[src/rtl/i2c_master_arb_if.sv]
// rtl/i2c_master_arb_if.sv - requester-side and i2c_master-side streams of the arbiter
// The master modport is the arbiter's view; slave is the surrounding requesters plus i2c_master.
interface i2c_master_arb_if #(
  parameter int PORTS = 2
);
  logic [PORTS*7-1:0] s_cmd_address;
  logic [PORTS-1:0]   s_cmd_start;
  logic [PORTS-1:0]   s_cmd_read;
  logic [PORTS-1:0]   s_cmd_write;
  logic [PORTS-1:0]   s_cmd_write_multiple;
  logic [PORTS-1:0]   s_cmd_stop;
  logic [PORTS-1:0]   s_cmd_valid;
  logic [PORTS-1:0]   s_cmd_ready;
  logic [PORTS*8-1:0] s_data_in;
  logic [PORTS-1:0]   s_data_in_valid;
  logic [PORTS-1:0]   s_data_in_last;
  logic [PORTS-1:0]   s_data_in_ready;
  logic [7:0]         s_data_out;
  logic [PORTS-1:0]   s_data_out_valid;
  logic [PORTS-1:0]   s_data_out_ready;
  logic [6:0]         m_cmd_address;
  logic               m_cmd_start;
  logic               m_cmd_read;
  logic               m_cmd_write;
  logic               m_cmd_write_multiple;
  logic               m_cmd_stop;
  logic               m_cmd_valid;
  logic               m_cmd_ready;
  logic [7:0]         m_data_in;
  logic               m_data_in_valid;
  logic               m_data_in_last;
  logic               m_data_in_ready;
  logic [7:0]         m_data_out;
  logic               m_data_out_valid;
  logic               m_data_out_ready;

  modport master (
    input  s_cmd_address, s_cmd_start, s_cmd_read, s_cmd_write, s_cmd_write_multiple,
           s_cmd_stop, s_cmd_valid, s_data_in, s_data_in_valid, s_data_in_last,
           s_data_out_ready, m_cmd_ready, m_data_in_ready, m_data_out, m_data_out_valid,
    output s_cmd_ready, s_data_in_ready, s_data_out, s_data_out_valid,
           m_cmd_address, m_cmd_start, m_cmd_read, m_cmd_write, m_cmd_write_multiple,
           m_cmd_stop, m_cmd_valid, m_data_in, m_data_in_valid, m_data_in_last,
           m_data_out_ready
  );

  modport slave (
    output s_cmd_address, s_cmd_start, s_cmd_read, s_cmd_write, s_cmd_write_multiple,
           s_cmd_stop, s_cmd_valid, s_data_in, s_data_in_valid, s_data_in_last,
           s_data_out_ready, m_cmd_ready, m_data_in_ready, m_data_out, m_data_out_valid,
    input  s_cmd_ready, s_data_in_ready, s_data_out, s_data_out_valid,
           m_cmd_address, m_cmd_start, m_cmd_read, m_cmd_write, m_cmd_write_multiple,
           m_cmd_stop, m_cmd_valid, m_data_in, m_data_in_valid, m_data_in_last,
           m_data_out_ready
  );
endinterface

[src/rtl/i2c_master_arb.sv]
// rtl/i2c_master_arb.sv - transaction-atomic round-robin arbiter in front of one i2c_master
// A grant is held from the first command until the stop-terminated transfer drains or times out.
module i2c_master_arb #(
  parameter int PORTS   = 2,
  parameter int TIMEOUT = 1024,
  parameter int CW      = 16
) (
  input  logic             clk,
  input  logic             rst_n,
  i2c_master_arb_if.master bus,
  output logic [PORTS-1:0] grant,
  output logic             busy,
  output logic             timeout_err
);
  localparam int IW = (PORTS > 1) ? $clog2(PORTS) : 1;

  typedef enum logic [1:0] {IDLE, ACTIVE, DRAIN} state_t;
  typedef enum logic [1:0] {W_LAST, W_WR, W_RD} wait_t;

  state_t           state_q;
  wait_t            wait_q;
  logic [PORTS-1:0] grant_q;
  logic [IW-1:0]    gidx_q;
  logic [IW-1:0]    ptr_q;
  logic [CW-1:0]    cnt_q;
  logic             busy_q;
  logic             terr_q;
  logic             out_en_q;

  logic [IW-1:0]    pick_d;
  logic [IW-1:0]    idx;
  logic             found;
  logic             cmd_acc, wr_acc, rd_acc, any_acc;
  logic             beat_done, tmo, rel;

  // Round-robin search starting one past the last owner.
  always_comb begin
    found  = 1'b0;
    pick_d = ptr_q;
    idx    = ptr_q;
    for (int k = 0; k < PORTS; k++) begin
      idx = (idx == IW'(PORTS - 1)) ? '0 : idx + 1'b1;
      if (!found && bus.s_cmd_valid[idx]) begin
        found  = 1'b1;
        pick_d = idx;
      end
    end
  end

  always_comb begin
    bus.m_cmd_address        = '0;
    bus.m_cmd_start          = 1'b0;
    bus.m_cmd_read           = 1'b0;
    bus.m_cmd_write          = 1'b0;
    bus.m_cmd_write_multiple = 1'b0;
    bus.m_cmd_stop           = 1'b0;
    bus.m_cmd_valid          = 1'b0;
    bus.m_data_in            = '0;
    bus.m_data_in_valid      = 1'b0;
    bus.m_data_in_last       = 1'b0;
    bus.s_cmd_ready          = '0;
    bus.s_data_in_ready      = '0;
    bus.s_data_out_valid     = '0;
    bus.s_data_out           = bus.m_data_out;
    // out_en_q keeps this low while in reset; stray read data is otherwise swallowed in IDLE.
    bus.m_data_out_ready     = out_en_q;
    if (state_q != IDLE) begin
      bus.m_cmd_address                = bus.s_cmd_address[7*int'(gidx_q) +: 7];
      bus.m_cmd_start                  = bus.s_cmd_start[gidx_q];
      bus.m_cmd_read                   = bus.s_cmd_read[gidx_q];
      bus.m_cmd_write                  = bus.s_cmd_write[gidx_q];
      bus.m_cmd_write_multiple         = bus.s_cmd_write_multiple[gidx_q];
      bus.m_cmd_stop                   = bus.s_cmd_stop[gidx_q];
      bus.m_cmd_valid                  = bus.s_cmd_valid[gidx_q];
      bus.s_cmd_ready[gidx_q]          = bus.m_cmd_ready;
      bus.m_data_in                    = bus.s_data_in[8*int'(gidx_q) +: 8];
      bus.m_data_in_valid              = bus.s_data_in_valid[gidx_q];
      bus.m_data_in_last               = bus.s_data_in_last[gidx_q];
      bus.s_data_in_ready[gidx_q]      = bus.m_data_in_ready;
      bus.s_data_out_valid[gidx_q]     = bus.m_data_out_valid;
      bus.m_data_out_ready             = bus.s_data_out_ready[gidx_q];
    end
  end

  assign cmd_acc   = bus.m_cmd_valid & bus.m_cmd_ready;
  assign wr_acc    = bus.m_data_in_valid & bus.m_data_in_ready;
  assign rd_acc    = bus.m_data_out_valid & bus.m_data_out_ready;
  assign any_acc   = cmd_acc | wr_acc | rd_acc;
  assign beat_done = (wait_q == W_LAST) ? (wr_acc & bus.m_data_in_last) :
                     (wait_q == W_WR)   ? wr_acc : rd_acc;
  // A handshake in the compare cycle beats the timeout.
  assign tmo = (TIMEOUT != 0) && (state_q != IDLE) && (cnt_q >= CW'(TIMEOUT)) && !any_acc;
  assign rel = (state_q == ACTIVE && cmd_acc && bus.m_cmd_stop && !bus.m_cmd_write_multiple &&
                !bus.m_cmd_write && !bus.m_cmd_read) ||
               (state_q == DRAIN && beat_done);

  always_ff @(posedge clk or negedge rst_n) begin
    if (!rst_n) begin
      state_q  <= IDLE;
      wait_q   <= W_LAST;
      grant_q  <= '0;
      gidx_q   <= '0;
      ptr_q    <= IW'(PORTS - 1);
      cnt_q    <= '0;
      busy_q   <= 1'b0;
      terr_q   <= 1'b0;
      out_en_q <= 1'b0;
    end else begin
      terr_q   <= 1'b0;
      out_en_q <= 1'b1;
      if (state_q == IDLE) begin
        cnt_q <= '0;
        if (found) begin
          state_q <= ACTIVE;
          grant_q <= {{(PORTS-1){1'b0}}, 1'b1} << pick_d;
          gidx_q  <= pick_d;
          busy_q  <= 1'b1;
        end
      end else if (tmo || rel) begin
        state_q <= IDLE;
        grant_q <= '0;
        ptr_q   <= gidx_q;
        cnt_q   <= '0;
        busy_q  <= 1'b0;
        terr_q  <= tmo;
      end else begin
        cnt_q <= any_acc ? '0 : ((&cnt_q) ? cnt_q : cnt_q + CW'(1));
        if (state_q == ACTIVE && cmd_acc && bus.m_cmd_stop) begin
          state_q <= DRAIN;
          wait_q  <= bus.m_cmd_write_multiple ? W_LAST : (bus.m_cmd_write ? W_WR : W_RD);
        end
      end
    end
  end

  assign grant       = grant_q;
  assign busy        = busy_q;
  assign timeout_err = terr_q;
endmodule

[src/flat_wrapper.sv]
// flat-port wrapper written by rule: the top's interface ports become plain ports
module i2c_master_arb_flat 
#(
  parameter int PORTS   = 2,
  parameter int TIMEOUT = 1024,
  parameter int CW      = 16
)
  (clk, rst_n, grant, busy, timeout_err, bus_s_cmd_address, bus_s_cmd_start, bus_s_cmd_read, bus_s_cmd_write, bus_s_cmd_write_multiple, bus_s_cmd_stop, bus_s_cmd_valid, bus_s_data_in, bus_s_data_in_valid, bus_s_data_in_last, bus_s_data_out_ready, bus_m_cmd_ready, bus_m_data_in_ready, bus_m_data_out, bus_m_data_out_valid, bus_s_cmd_ready, bus_s_data_in_ready, bus_s_data_out, bus_s_data_out_valid, bus_m_cmd_address, bus_m_cmd_start, bus_m_cmd_read, bus_m_cmd_write, bus_m_cmd_write_multiple, bus_m_cmd_stop, bus_m_cmd_valid, bus_m_data_in, bus_m_data_in_valid, bus_m_data_in_last, bus_m_data_out_ready);
  i2c_master_arb_if #(.PORTS(PORTS)) bus_i ();
  input  logic clk;
  input  logic rst_n;
  output logic [PORTS-1:0] grant;
  output logic busy;
  output logic timeout_err;
  input wire logic [$bits(bus_i.s_cmd_address)-1:0] bus_s_cmd_address;
  input wire logic [$bits(bus_i.s_cmd_start)-1:0] bus_s_cmd_start;
  input wire logic [$bits(bus_i.s_cmd_read)-1:0] bus_s_cmd_read;
  input wire logic [$bits(bus_i.s_cmd_write)-1:0] bus_s_cmd_write;
  input wire logic [$bits(bus_i.s_cmd_write_multiple)-1:0] bus_s_cmd_write_multiple;
  input wire logic [$bits(bus_i.s_cmd_stop)-1:0] bus_s_cmd_stop;
  input wire logic [$bits(bus_i.s_cmd_valid)-1:0] bus_s_cmd_valid;
  input wire logic [$bits(bus_i.s_data_in)-1:0] bus_s_data_in;
  input wire logic [$bits(bus_i.s_data_in_valid)-1:0] bus_s_data_in_valid;
  input wire logic [$bits(bus_i.s_data_in_last)-1:0] bus_s_data_in_last;
  input wire logic [$bits(bus_i.s_data_out_ready)-1:0] bus_s_data_out_ready;
  input wire logic [$bits(bus_i.m_cmd_ready)-1:0] bus_m_cmd_ready;
  input wire logic [$bits(bus_i.m_data_in_ready)-1:0] bus_m_data_in_ready;
  input wire logic [$bits(bus_i.m_data_out)-1:0] bus_m_data_out;
  input wire logic [$bits(bus_i.m_data_out_valid)-1:0] bus_m_data_out_valid;
  output wire logic [$bits(bus_i.s_cmd_ready)-1:0] bus_s_cmd_ready;
  output wire logic [$bits(bus_i.s_data_in_ready)-1:0] bus_s_data_in_ready;
  output wire logic [$bits(bus_i.s_data_out)-1:0] bus_s_data_out;
  output wire logic [$bits(bus_i.s_data_out_valid)-1:0] bus_s_data_out_valid;
  output wire logic [$bits(bus_i.m_cmd_address)-1:0] bus_m_cmd_address;
  output wire logic [$bits(bus_i.m_cmd_start)-1:0] bus_m_cmd_start;
  output wire logic [$bits(bus_i.m_cmd_read)-1:0] bus_m_cmd_read;
  output wire logic [$bits(bus_i.m_cmd_write)-1:0] bus_m_cmd_write;
  output wire logic [$bits(bus_i.m_cmd_write_multiple)-1:0] bus_m_cmd_write_multiple;
  output wire logic [$bits(bus_i.m_cmd_stop)-1:0] bus_m_cmd_stop;
  output wire logic [$bits(bus_i.m_cmd_valid)-1:0] bus_m_cmd_valid;
  output wire logic [$bits(bus_i.m_data_in)-1:0] bus_m_data_in;
  output wire logic [$bits(bus_i.m_data_in_valid)-1:0] bus_m_data_in_valid;
  output wire logic [$bits(bus_i.m_data_in_last)-1:0] bus_m_data_in_last;
  output wire logic [$bits(bus_i.m_data_out_ready)-1:0] bus_m_data_out_ready;
  assign bus_i.s_cmd_address = bus_s_cmd_address;
  assign bus_i.s_cmd_start = bus_s_cmd_start;
  assign bus_i.s_cmd_read = bus_s_cmd_read;
  assign bus_i.s_cmd_write = bus_s_cmd_write;
  assign bus_i.s_cmd_write_multiple = bus_s_cmd_write_multiple;
  assign bus_i.s_cmd_stop = bus_s_cmd_stop;
  assign bus_i.s_cmd_valid = bus_s_cmd_valid;
  assign bus_i.s_data_in = bus_s_data_in;
  assign bus_i.s_data_in_valid = bus_s_data_in_valid;
  assign bus_i.s_data_in_last = bus_s_data_in_last;
  assign bus_i.s_data_out_ready = bus_s_data_out_ready;
  assign bus_i.m_cmd_ready = bus_m_cmd_ready;
  assign bus_i.m_data_in_ready = bus_m_data_in_ready;
  assign bus_i.m_data_out = bus_m_data_out;
  assign bus_i.m_data_out_valid = bus_m_data_out_valid;
  assign bus_s_cmd_ready = bus_i.s_cmd_ready;
  assign bus_s_data_in_ready = bus_i.s_data_in_ready;
  assign bus_s_data_out = bus_i.s_data_out;
  assign bus_s_data_out_valid = bus_i.s_data_out_valid;
  assign bus_m_cmd_address = bus_i.m_cmd_address;
  assign bus_m_cmd_start = bus_i.m_cmd_start;
  assign bus_m_cmd_read = bus_i.m_cmd_read;
  assign bus_m_cmd_write = bus_i.m_cmd_write;
  assign bus_m_cmd_write_multiple = bus_i.m_cmd_write_multiple;
  assign bus_m_cmd_stop = bus_i.m_cmd_stop;
  assign bus_m_cmd_valid = bus_i.m_cmd_valid;
  assign bus_m_data_in = bus_i.m_data_in;
  assign bus_m_data_in_valid = bus_i.m_data_in_valid;
  assign bus_m_data_in_last = bus_i.m_data_in_last;
  assign bus_m_data_out_ready = bus_i.m_data_out_ready;
  i2c_master_arb #(.PORTS(PORTS), .TIMEOUT(TIMEOUT), .CW(CW)) u_core (.clk(clk), .rst_n(rst_n), .bus(bus_i), .grant(grant), .busy(busy), .timeout_err(timeout_err));
endmodule
[config.mk]
export PLATFORM = sky130hd
export DESIGN_NAME = i2c_master_arb_flat
export DESIGN_NICKNAME = d
export VERILOG_FILES = /design/src/rtl/i2c_master_arb_if.sv /design/src/rtl/i2c_master_arb.sv /design/src/flat_wrapper.sv
export SDC_FILE = /design/constraint.sdc
export NUM_CORES = 1
export LEC_CHECK = 0
export BUFFER_PORTS_ARGS = -buffer_cell sky130_fd_sc_hd__buf_2
export CAP_MARGIN = 20
export CORE_UTILIZATION = 40
export DETAILED_ROUTE_END_ITERATION = 6
export HOLD_SLACK_MARGIN = 0.12
export PLACE_DENSITY = 0.82
export SYNTH_ARGS = -nofsm -noshare
export SYNTH_HDL_FRONTEND = slang
export SYNTH_SLANG_ARGS = --single-unit
[constraint.sdc]
create_clock -name clk -period 3.4 [get_ports clk]
set_clock_uncertainty 0.15 [all_clocks]
set_input_delay 0 -clock clk [delete_from_list [all_inputs] [get_ports clk]]
set_output_delay 0 -clock clk [all_outputs]
set_load 0.02 [all_outputs]
-- Word level (Yosys, flattened, before mapping)
Index checks and enable logic that the tools add are counted.
- flip-flop bits (word level): 27
- input port bits: 61
- output and inout port bits: 42
- logic and storage cells: 129
- add/sub/neg operators: 3
- $mul: 1
- order comparisons: 5
- equal/unequal tests: 5
- shifts and indexed selects: 3
- multiplexer cells: 64
- bitwise logic cells: 11
- reduce and logical (&&, ||, !) cells: 28
- operators by type and width (operator ; number):
    $mux W16 ; 4
    $mux W1 ; 45
    $shiftx A14 B32 Y7 ; 1
    $mux W2 ; 12
    $add A16 B1 Y16 const B ; 1
    $ge A16 B11 Y1 const B ; 1
    $reduce_and A16 Y1 ; 1
    $shiftx A16 B5 Y8 ; 1
    $logic_and A1 B1 Y1 ; 10
    $mux W8 ; 1
    $reduce_and A2 Y1 ; 4
    $mux W7 ; 1
    $and A2 B2 Y2 ; 3
    $lt A1 B2 Y1 const B ; 3
    $logic_not A1 Y1 ; 5
    $and A1 B1 Y1 ; 4
    $eq A2 B1 Y1 const B ; 2
    $logic_not A2 Y1 ; 2
    $mul A3 B1 Y4 const A ; 1
    $ne A4 B1 Y1 const B ; 1
    $reduce_bool A2 Y1 ; 2
    $reduce_and A3 Y1 ; 1
    $reduce_bool A3 Y1 ; 1
    $add A1 B1 Y1 const B ; 2
    8 further kinds ; 11

-- Longest topological paths before layout
Gate-level depths: netlist of run 1.
- depth after elaboration: 13
- mapped depth: 7

-- Worst setup path before layout of run 1
OpenSTA, ideal clock, no wires.
- path type: reg-to-reg
- from: register u_core.gidx_q
- to: register u_core.ptr_q
- library setup time: 85 ps
- data arrival time: 2116 ps
- required time: 3165 ps
- slack: 1050 ps
- stages on the path, launching flop included: 8
- clock period less this slack: 2350 ps
- path through: dfrtp_1 -> buf_4 -> mux2i_1 -> or4_1 -> buf_2 -> or4_4 -> nand3_2 -> mux2_1
- cells in the longest elaborated chain, start to end: 12
- ends and longest elaborated chain (what ; RTL line ; RTL):
    from (decl) ; i2c_master_arb.sv:23 ; logic [IW-1:0] gidx_q;
    from (signal assigned) ; i2c_master_arb.sv:116 ; gidx_q <= pick_d;
    $mux W1 (not written as such) (2 in series) ; i2c_master_arb.sv:74 ; bus.m_cmd_valid = bus.s_cmd_valid[gidx_q];
    $mux W1 ; i2c_master_arb.sv:67 ; if (state_q != IDLE) begin
    $and A1 B1 Y1 ; i2c_master_arb.sv:85 ; assign cmd_acc = bus.m_cmd_valid & bus.m_cmd_ready;
    $logic_and A1 B1 Y1 (4 in series) ; i2c_master_arb.sv:93 ; assign rel = (state_q == ACTIVE && cmd_acc && bus.m_cmd_stop && !bus.m_cmd_write_multiple &&
    $logic_and A1 B1 Y1 ; i2c_master_arb.sv:94 ; !bus.m_cmd_write && !bus.m_cmd_read) ||
    $logic_or A1 B1 Y1 ; i2c_master_arb.sv:94 ;
    $logic_or A1 B1 Y1 ; i2c_master_arb.sv:119 ; end else if (tmo || rel) begin
    $reduce_and A2 Y1 (no line) ; - ;
    to (signal assigned) ; i2c_master_arb.sv:103 ; ptr_q <= IW'(PORTS - 1);
    to (signal assigned) ; i2c_master_arb.sv:122 ; ptr_q <= gidx_q;
    to (decl) ; i2c_master_arb.sv:24 ; logic [IW-1:0] ptr_q;
Several ways; a longest one is shown, not always the timed one. The select of a mux whose other input is x is not followed.
A chain may end at the register's enable or synchronous reset.

-- Final worst setup path of run 1
- from: register u_core.state_q[0]
- to: register u_core.grant_q[1] (netlist: u_core.grant[1])
- cells in the longest elaborated chain, start to end: 12
- ends and longest elaborated chain (what ; RTL line ; RTL):
    from (decl) ; i2c_master_arb.sv:20 ; state_t state_q;
    from (signal assigned) ; i2c_master_arb.sv:99 ; state_q <= IDLE;
    from (signal assigned) ; i2c_master_arb.sv:114 ; state_q <= ACTIVE;
    from (signal assigned) ; i2c_master_arb.sv:120 ; state_q <= IDLE;
    $reduce_bool A2 Y1 ; i2c_master_arb.sv:67, i2c_master_arb.sv:92 ;
    $mux W1 ; i2c_master_arb.sv:67 ;
    $and A1 B1 Y1 ; i2c_master_arb.sv:85 ;
    $logic_and A1 B1 Y1 (4 in series) ; i2c_master_arb.sv:93 ;
    $logic_and A1 B1 Y1 ; i2c_master_arb.sv:94 ;
    $logic_or A1 B1 Y1 ; i2c_master_arb.sv:94 ;
    $logic_or A1 B1 Y1 ; i2c_master_arb.sv:119 ;
    $reduce_bool A2 Y1 (no line) ; - ;
    $reduce_and A2 Y1 (no line) ; - ;
    to (signal assigned) ; i2c_master_arb.sv:115 ; grant_q <= {{(PORTS-1){1'b0}}, 1'b1} << pick_d;
    to (decl) ; i2c_master_arb.sv:22 ; logic [PORTS-1:0] grant_q;
Several ways; a longest one is shown, not always the timed one.

==> qor.yml, run 1 <==
run_status:
  outcome: "finished, final reports clean"
synthesis:
  synth.cell_area_mm2: 0.00173
  synth_cells: 195
  syn_avg_cell_area_um2: 8.88
  synth_seq_cells: 27
  synth.distinct_cells: 44
  yosysWarningCount: 0
  synth-async-reset-ratio_pct: 100
  synth_top_area_cell: "dfrtp_1"
  ys_top_cells_by_area: "dfrtp_1, mux2i_1, nor2_1, buf_4, xor2_1"
  synth_edf_count: 0
  ys_seq_area_share_pct: 39.1
  synth_top_area_share_pct: 37.6
  ys.flop_type: "dfrtp_1"
cells_and_area:
  area_growth_pct: 34.3
  drive_above_1_share_pct: 35.0
  antenna_cells: 0
  layout.nets: 350
  final_common_cell: "buf_2"
  final_cell_mix: "buf_2, nor2_1, dfrtp_1, mux2i_1, dlygate4sd3_1"
place:
  pre_cts_ws_ps: 856
  gp_congestion: 0.779
  hpwlAfterDp_um: 3520
  io_buffers: 86
worst_setup_path:
  startpoint_type: "flop"
  slowest_stage: "nor2_2"
  path_delay_family: "simple AND/OR/NAND/NOR gates"
  cp.arrival_ps: 2930
  max_stage_delay_ps: 620
  worst_setup_path_end_kind: "flop"
  crit_fanout: 21
  required_ps: 3420
  crit_chain: "nor2_2 -> nor2_1 -> or4_4 -> nand4_1 -> a21oi_1 -> dlygate4sd3_1"
  path_class: "reg -> reg"
  critPathBufInv: 1
sta:
  worst_slack_ps: 487
  fin_setup_tns_ps: 0
  period_minus_slack_ps: 2910
  slew_headroom_pct: 48.1
  rsz0062_at_grt: "false"
  fin_crit_sh_pct: 85.7
  hold_viol: 0
  drv_slew: 0
  worstMarginPinSlew_ps: 777
  final-setup-viol-count: 0
  fmax_mhz: 343
clocking:
  clock_latency_ps: 280
  clk_pin_slew_ps: 90
  post_cts_buffers: 0
  cts-root-buf: "clkbuf_8"
  hold_buffers: 12
  cts-htree-levels: 1
  cts_tree: "yes"
  cts_made_buffers: 3
  cts_sinks: 27
  cts-resized-gates: 0
  clk_path_buf_depth: 2
power:
  seqPwrFrac_pct: 26.4
  switchingPower_uw: 793
  ir_drop_uv: 471
  p_sw_share_pct: 48.3
  combPwrFrac_pct: 62.4
  clockPowerShare_pct: 11.2
  p_int_uw: 848
  p_leak_uw: 0.00122
  powerDensity_mw_per_mm2: 705
drt:
  ant_nets: 0
  finalWirelength_um: 4540
  drtPass1Iterations: 4
  drt_iter0_markers: 68
  drc_errors: 0
  vias: 1709
  via_per_inst: 5.09
  wl_per_cell_um: 13.5
floorplan:
  fp.dieH_um: 67.8
  core_area_mm2: 0.00409
  initial_utilization_pct: 42.4
  die-area_mm2: 0.00460
  rows: 23
  die_x_um: 67.8
  ios: 103
global_route:
  first_global_vias: 1611
  grt_pass1_wl_um: 7080
  grt_overflow: 0
  antenna_found_initial: 0
  grt_max_degree: 28
  track_usage_pct: 20.6
hold_path:
  hold_path.class: "in -> async"
run:
  drv_cap: 0
area by class of cell:
cell class	count	area (um^2)
fill	365	1760
clock buffer	3	41.3
timing repair buffer	101	573
inverter	8	30.0
sequential	27	677
multi-input combinational	146	937
clock inverter	1	5.00
tap	50	62.6
flip-flops by register name, summed over array words and instances, names as in the netlist:
| register | flops |
|---|---|
| u_core.cnt_q | 16 |
| u_core.grant | 2 |
| u_core.state_q | 2 |
| u_core.wait_q | 2 |
| u_core.busy | 1 |
| u_core.gidx_q | 1 |
| u_core.out_en_q | 1 |
| u_core.ptr_q | 1 |
| u_core.timeout_err | 1 |
worst reg2reg max path: stages, from the launching register on:
cell           delay, ps
dfrtp_1              450
nor2_2               620
nor2_1               220
or4_4                610
nand4_1              120
a21oi_1               70
dlygate4sd3_1        560
per-layer routing:
| metal | track usage [%] | wire (um) |
|---|---|---|
| met1 | 24.8 | 1980 |
| met2 | 36.6 | 2310 |
| met3 | 2.87 | 166 |
| met4 | 8.33 | 85 |
| met5 | 0 | 0 |
cells by family after synthesis:
group | after synthesis | share of synthesized area (%)
compound gates | 27 | 10.2
xor+xnor | 7 | 3.54
fa+ha+maj | 2 | 1.44
buf+inv | 26 | 7.80
flops | 27 | 39.1
mux | 25 | 14.5
other cells | 2 | 0.434
simple gates | 79 | 23.0
synthesized netlist by cell type, types with 3 or more instances:
cell type	n
nand4_1	3
buf_4	9
inv_1	8
xor2_1	6
nand2b_1	3
dfrtp_1	26
buf_2	3
and3_1	5
buf_1	3
or4_1	3
nor2_1	42
a21oi_1	9
nor3_1	5
clkbuf_1	3
nand2_1	4
o21ai_0	5
mux2i_1	24
power by group through the flow:
stage	clock (uW)	sequential, uW	combinational (uW)
finish	183	433	1020
floorplan	0	444	697
global route	200	441	1110
detailed placement	0	439	994
CTS	188	433	1030
global placement	0	435	979
through the flow:
stage	cells	cell area [um^2]	hold slack (ps)	total power (uW)	utilization, %
global placement	320	2160	-150	1410	52.8
detailed placement	320	2160	-150	1430	52.8
CTS	336	2330	121	1650	56.9
finish	336	2330	95.5	1640	56.9
global route	336	2330	163	1750	56.9
floorplan	199	1750	-446	1140	-
final timing paths:
path	start	to	slack [ps]	cells past startpoint
worst max-delay path	u_core.state_q[0]	u_core.grant[1]	490	6
worst min-delay path	rst_n	u_core.cnt_q[7]	100	2
worst max register to register	u_core.state_q[0]	u_core.grant[1]	490	6
worst min register to register	u_core.wait_q[0]	u_core.wait_q[0]	380	1
max in group asynchronous	rst_n	u_core.grant[0]	2620	2
min in group clk	bus_s_cmd_write[0]	u_core.wait_q[0]	120	4
Power figures use the tool's default switching activity.
==> inputs of run 2 (changes only) <==
--- a/config.mk
+++ b/config.mk
@@ -9,6 +9,7 @@
 export CAP_MARGIN = 20
 export CORE_UTILIZATION = 40
 export DETAILED_ROUTE_END_ITERATION = 6
+export GPL_TIMING_DRIVEN = 0
 export HOLD_SLACK_MARGIN = 0.12
 export PLACE_DENSITY = 0.82
 export SYNTH_ARGS = -nofsm -noshare
==> constraint.sdc (replaced) <==
create_clock -name clk -period 3.1 [get_ports clk]
set_clock_uncertainty 0.15 [all_clocks]
set_input_delay 0 -clock clk [delete_from_list [all_inputs] [get_ports clk]]
set_output_delay 0 -clock clk [all_outputs]
set_load 0.02 [all_outputs]
==> run 2 against run 1 <==
Maximum frequency is 3.2% higher. Critical endpoint unchanged. Clock power up 7%. Register-to-register slack worse by 210 ps. Die area unchanged. Sequential power grew 6.0%. Wire length down 1.7%. Highest routed layer unchanged. First-iteration DRC count shrank 16%.
==> qor.yml, run 2 (same netlist as run 1, synthesis figures left out) <==
drt:
  via_per_inst: 4.85  # -4.6%
  vias: 1747  # +2.2%
  finalWirelength_um: 4470  # -1.7%
  drt_iter0_markers: 57  # -16%
  ant_nets: 0  # unchanged
  wl_per_cell_um: 12.4  # -8.2%
  drtPass1Iterations: 4  # unchanged
  drc_errors: 0  # unchanged
clocking:
  cts_made_buffers: 3  # unchanged
  hold_buffers: 13  # +1
  clk_path_buf_depth: 2  # unchanged
  clk_pin_slew_ps: 90  # about the same
  cts-root-buf: "clkbuf_8"
  cts_sinks: 27  # unchanged
  cts_tree: "yes"
  clock_latency_ps: 270  # about the same
  cts-resized-gates: 0  # unchanged
  cts-htree-levels: 1  # unchanged
  post_cts_buffers: 0  # unchanged
sta:
  fin_setup_tns_ps: 0  # unchanged
  rsz0062_at_grt: "false"
  fin_crit_sh_pct: 91.0  # +5.4 points
  drv_slew: 0  # unchanged
  hold_viol: 0  # unchanged
  period_minus_slack_ps: 2820  # -90.4 ps
  worstMarginPinSlew_ps: 676  # -101 ps
  final-setup-viol-count: 0  # unchanged
  slew_headroom_pct: 55.0  # +6.8 points
  fmax_mhz: 354  # +3.2%
floorplan:
  core_area_mm2: 0.00409  # unchanged
  die-area_mm2: 0.00460  # unchanged
  rows: 23  # unchanged
  ios: 103  # unchanged
  fp.dieH_um: 67.8  # unchanged
  initial_utilization_pct: 42.4  # unchanged
  die_x_um: 67.8  # unchanged
cells_and_area:
  final_cell_mix: "buf_2, nor2_1, dfrtp_1, mux2i_1, dlygate4sd3_1"
  antenna_cells: 0  # unchanged
  regMostFlops: "u_core.cnt_q"
  drive_above_1_share_pct: 37.4  # +2.5 points
  largest_reg_flops: 16  # unchanged
  layout.nets: 374  # +6.9%
  final_common_cell: "buf_2"
  fin_util_pct: 60.1  # +3.2 points
  area_growth_pct: 41.8
worst_setup_path:
  required_ps: 3110  # -310 ps
  startpoint_type: "flop"
  path_class: "reg -> reg"
  worst_setup_path_end_kind: "flop"
  crit_fanout: 10  # -52%
  cp.arrival_ps: 2830  # -100 ps
power:
  ir_drop_uv: 532  # +13%
  clockPowerShare_pct: 10.8  # -0.4 points
  combPwrFrac_pct: 63.9  # +1.5 points
  p_leak_uw: 0.00131  # +6.7%
  switchingPower_uw: 864  # +8.9%
  powerDensity_mw_per_mm2: 736  # +4.4%
  seqPwrFrac_pct: 25.4  # -1.0 points
  p_sw_share_pct: 47.8  # -0.56 points
  p_int_uw: 945  # +11%
hold_path:
  hold_path.class: "in -> async"
global_route:
  grt_max_degree: 28  # unchanged
  track_usage_pct: 19.9  # -0.74 points
  antenna_found_initial: 0  # unchanged
  grt_overflow: 0  # unchanged
  grt_pass1_wl_um: 6960  # -1.8%
  first_global_vias: 1628  # +1.1%
place:
  io_buffers: 94  # +9.3%
  gp_congestion: 0.790  # +1.4%
  hpwlAfterDp_um: 3420  # -2.8%
run:
  drv_cap: 0  # unchanged
run_status:
  outcome: "finished, final reports clean"
## run 2: per-stage QoR
| stage | setup WS, ps | cells | total power [uW] | hold WS, ps | instance area (um^2) |
|---|---|---|---|---|---|
| after floorplan | 750 | 199 | 1250 | -446 | 1750 |
| after global placement | 605 | 343 | 1580 | -121 | 2280 |
| after detailed placement | 616 | 343 | 1600 | -117 | 2280 |
| after CTS | 277 | 360 | 1820 | 126 | 2460 |
| after global routing | 180 | 360 | 1930 | 167 | 2460 |
| final | 278 | 360 | 1810 | 103 | 2460 |
## run 2: power by group through the flow
stage / logic (uW) / registers, uW / clock network, uW
2_1_floorplan: 765 / 487 / 0
5_1_grt: 1250 / 469 / 214
4_1_cts: 1160 / 459 / 197
3_3_place_gp: 1120 / 466 / 0
6_report: 1150 / 459 / 195
3_5_place_dp: 1130 / 467 / 0
## run 2: cell type report
class / count / area (um^2)
plain buffers: 18 / 105
clock buffers: 3 / 41.3
clock inverters: 1 / 5.00
fillers: 358 / 1630
inverters: 8 / 30.0
multi-input cells: 146 / 935
flip-flops and latches: 27 / 677
well taps: 50 / 62.6
repair buffers: 107 / 601
## run 2: routing by layer
layer | GRT usage [%] | vias up | wire, um
met4 | 4.69 | 0 | 24
li1 | - | 892 | -
met2 | 35.8 | 51 | 2230
met3 | 1.69 | 2 | 166
met1 | 25.5 | 802 | 2050
met5 | 0 | - | 0
## run 2: path summary, 6_finish.rpt
kind,startpoint,endpoint,slack (ps),depth (start not counted)
max,u_core.gidx_q,u_core.grant[1],280,8
min,rst_n,u_core.cnt_q[4],100,2
max reg2reg,u_core.gidx_q,u_core.grant[1],280,8
min reg2reg,u_core.busy,u_core.busy,370,2
max in group asynchronous,rst_n,u_core.ptr_q,2320,2
min in group clk,bus_s_cmd_write[1],u_core.wait_q[0],120,4
## run 2: critical path, stage by stage (launching register included)
cell	delay (ps)
dfrtp_1	330
buf_4	150
buf_2	280
mux2i_1	330
o22ai_1	130
or4_1	590
nand4_1	130
a21oi_1	70
dlygate4sd3_1	550
==> inputs of run 3 (changes only) <==
--- a/config.mk
+++ b/config.mk
@@ -7,11 +7,12 @@
 export LEC_CHECK = 0
 export BUFFER_PORTS_ARGS = -buffer_cell sky130_fd_sc_hd__buf_2
 export CAP_MARGIN = 20
+export CORE_MARGIN = 3
 export CORE_UTILIZATION = 40
 export DETAILED_ROUTE_END_ITERATION = 6
-export GPL_TIMING_DRIVEN = 0
 export HOLD_SLACK_MARGIN = 0.12
 export PLACE_DENSITY = 0.82
+export SLEW_MARGIN = 20
 export SYNTH_ARGS = -nofsm -noshare
 export SYNTH_HDL_FRONTEND = slang
 export SYNTH_SLANG_ARGS = --single-unit
==> run 3 against run 2 <==
Critical path depth fell by 1. Largest power group unchanged. Register-to-register slack improved by 50 ps. Flip-flop and latch count did not move.
==> qor.yml, run 3 (same netlist as run 1, synthesis figures left out) <==
drt:
  drt_iter0_markers: 121  # +110%
  ant_nets: 0  # unchanged
  finalWirelength_um: 4690  # +5.0%
  drc_errors: 0  # unchanged
  wl_per_cell_um: 13.8  # +11%
  vias: 1683  # -3.7%
  drtPass1Iterations: 4  # unchanged
  via_per_inst: 4.95  # +2.0%
clocking:
  clk_path_buf_depth: 2  # unchanged
  cts_tree: "yes"
  clk_pin_slew_ps: 100  # about the same
  cts_sinks: 27  # unchanged
  cts_made_buffers: 3  # unchanged
  clock_latency_ps: 280  # about the same
  cts-resized-gates: 0  # unchanged
  cts-htree-levels: 1  # unchanged
  cts-root-buf: "clkbuf_8"
worst_setup_path:
  ff2ff_setup_slack_ps: 320  # +50 ps
  max_stage_delay_ps: 570  # -20 ps
  r2r_start: "u_core.gidx_q"
  worst_setup_path_end_kind: "flop"
  startpoint_type: "flop"
  path_class: "reg -> reg"
  worstRegToRegCells: 7  # -1
  crit_fanout: 12  # +2
  required_ps: 3120  # about the same
  path_delay_family: "buffers and inverters"
  cp.arrival_ps: 2790  # -40 ps
  timing.rr.end: "u_core.grant[1]"
  crit_chain: "buf_4 -> mux2i_1 -> o22ai_1 -> or4_1 -> nand4_1 -> a21oi_1 -> dlygate4sd3_1"
  slowest_stage: "or4_1"
  critPathBufInv: 2  # -1
global_route:
  antenna_found_initial: 0  # unchanged
  grt_max_degree: 30  # +7.1%
  first_global_vias: 1660  # +2.0%
  grt_pass1_wl_um: 7740  # +11%
  track_usage_pct: 18.6  # -1.3 points
  grt_overflow: 0  # unchanged
sta:
  fin_crit_sh_pct: 89.5  # -1.5 points
  slew_headroom_pct: 57.2  # +2.3 points
  period_minus_slack_ps: 2780  # -47.3 ps
  fin_setup_tns_ps: 0  # unchanged
  final-setup-viol-count: 0  # unchanged
  fmax_mhz: 360  # +1.7%
  drv_slew: 0  # unchanged
  hold_viol: 0  # unchanged
  worstMarginPinSlew_ps: 639  # -36.2 ps
  rsz0062_at_grt: "false"
cells_and_area:
  area_growth_pct: 36.8
  antenna_cells: 0  # unchanged
  final_common_cell: "buf_2"
  largest_reg_flops: 16  # unchanged
  final_cell_mix: "buf_2, nor2_1, dfrtp_1, mux2i_1, dlygate4sd3_1"
  fillCellCount: 362  # +1.1%
  regMostFlops: "u_core.cnt_q"
  fin_util_pct: 58.0  # -2.1 points
  drive_above_1_share_pct: 34.5  # -2.9 points
  layout.nets: 354  # -5.3%
place:
  gp_congestion: 0.824  # +4.3%
  hpwlAfterDp_um: 3520  # +2.8%
  io_buffers: 86  # -8.5%
hold_path:
  min_from: "bus_m_cmd_ready"
  whs_endpoint: "u_core.state_q[1]"
  hold_path.class: "in -> reg"
  hold_depth: 4
power:
  ir_drop_uv: 534  # +0.40%
  powerDensity_mw_per_mm2: 772  # +4.8%
  p_leak_uw: 0.00124  # -5.2%
  power_uw: 1830  # +1.1%
floorplan:
  fp.dieH_um: 71.8  # +5.9%
  die_x_um: 71.8  # +5.9%
  die-area_mm2: 0.00515  # +12%
  ios: 103  # unchanged
  core_area_mm2: 0.00409  # unchanged
  initial_utilization_pct: 42.4  # unchanged
  rows: 23  # unchanged
run_status:
  outcome: "finished, final reports clean"
run:
  drv_cap: 0  # unchanged
==> run 3: changes by cell type in the layout (fill, tap and decap cells not counted), sizes merged <==
cell | before | now
dlygate4sd3 | 13 | 16
clkbuf | 6 | 3
buf | 109 | 89
clkinv | 1 | 0
clkinvlp | 0 | 1
==> run 3: worst register-to-register path: cells and delay by family (launching register included) <==
kind	cells	cell delay [ps]
buf+inv	2	820
simple gates	2	720
flops	1	450
mux	1	300
compound gates	2	220
==> run 3: repair_timing <==
item                                   in CTS  in global routing
buffers inserted                            0                  0
hold buffers                               16                  0
endpoints found under the hold margin      41                  0
==> run 3: worst max-delay path by stage <==
| stage | startpoint | cells after the start | slack [ps] | to |
|---|---|---|---|---|
| detailed placement | u_core.gidx_q | 6 | 720 | u_core.ptr_q |
| CTS | u_core.gidx_q | 7 | 360 | u_core.grant[1] |
| global route | u_core.gidx_q | 7 | 240 | u_core.grant[1] |
| global placement | u_core.gidx_q | 5 | 790 | u_core.ptr_q |
| floorplan | u_core.gidx_q | 7 | 750 | u_core.ptr_q |
| finish | u_core.gidx_q | 7 | 320 | u_core.grant[1] |
==> run 3: layer usage <==
metal / wire length [um] / vias to the layer above / global-route usage (%)
met4: 59 / 0 / 5.01
met3: 192 / 9 / 2.38
met1: 2040 / 768 / 23.8
met2: 2400 / 55 / 33.1
met5: 0 / - / 0
li1: - / 851 / -
==> run 3: layout make-up <==
class	instances	area, um^2	area share [%]
inverters	8	30.0	1.27
repair buffers	105	613	25.9
clock buffers	3	41.3	1.74
flip-flops and latches	27	677	28.6
well taps	50	62.6	2.64
clock inverters	1	7.51	0.317
multi-input cells	146	937	39.6
==> run 3: through the flow <==
step	worst slack (ps)	cell area [um^2]	cells	hold slack (ps)
4_1_cts	360	2370	340	122
5_1_grt	243	2370	340	179
3_3_place_gp	790	2160	320	-150
6_report	325	2370	340	131
2_1_floorplan	750	1750	199	-446
3_5_place_dp	718	2160	320	-150
==> run 3: where the power goes <==
group          total (uW)  switching [uW]  internal [uW]
combinational        1140             713            430
sequential            474            54.2            420
clock                 212             120           91.5
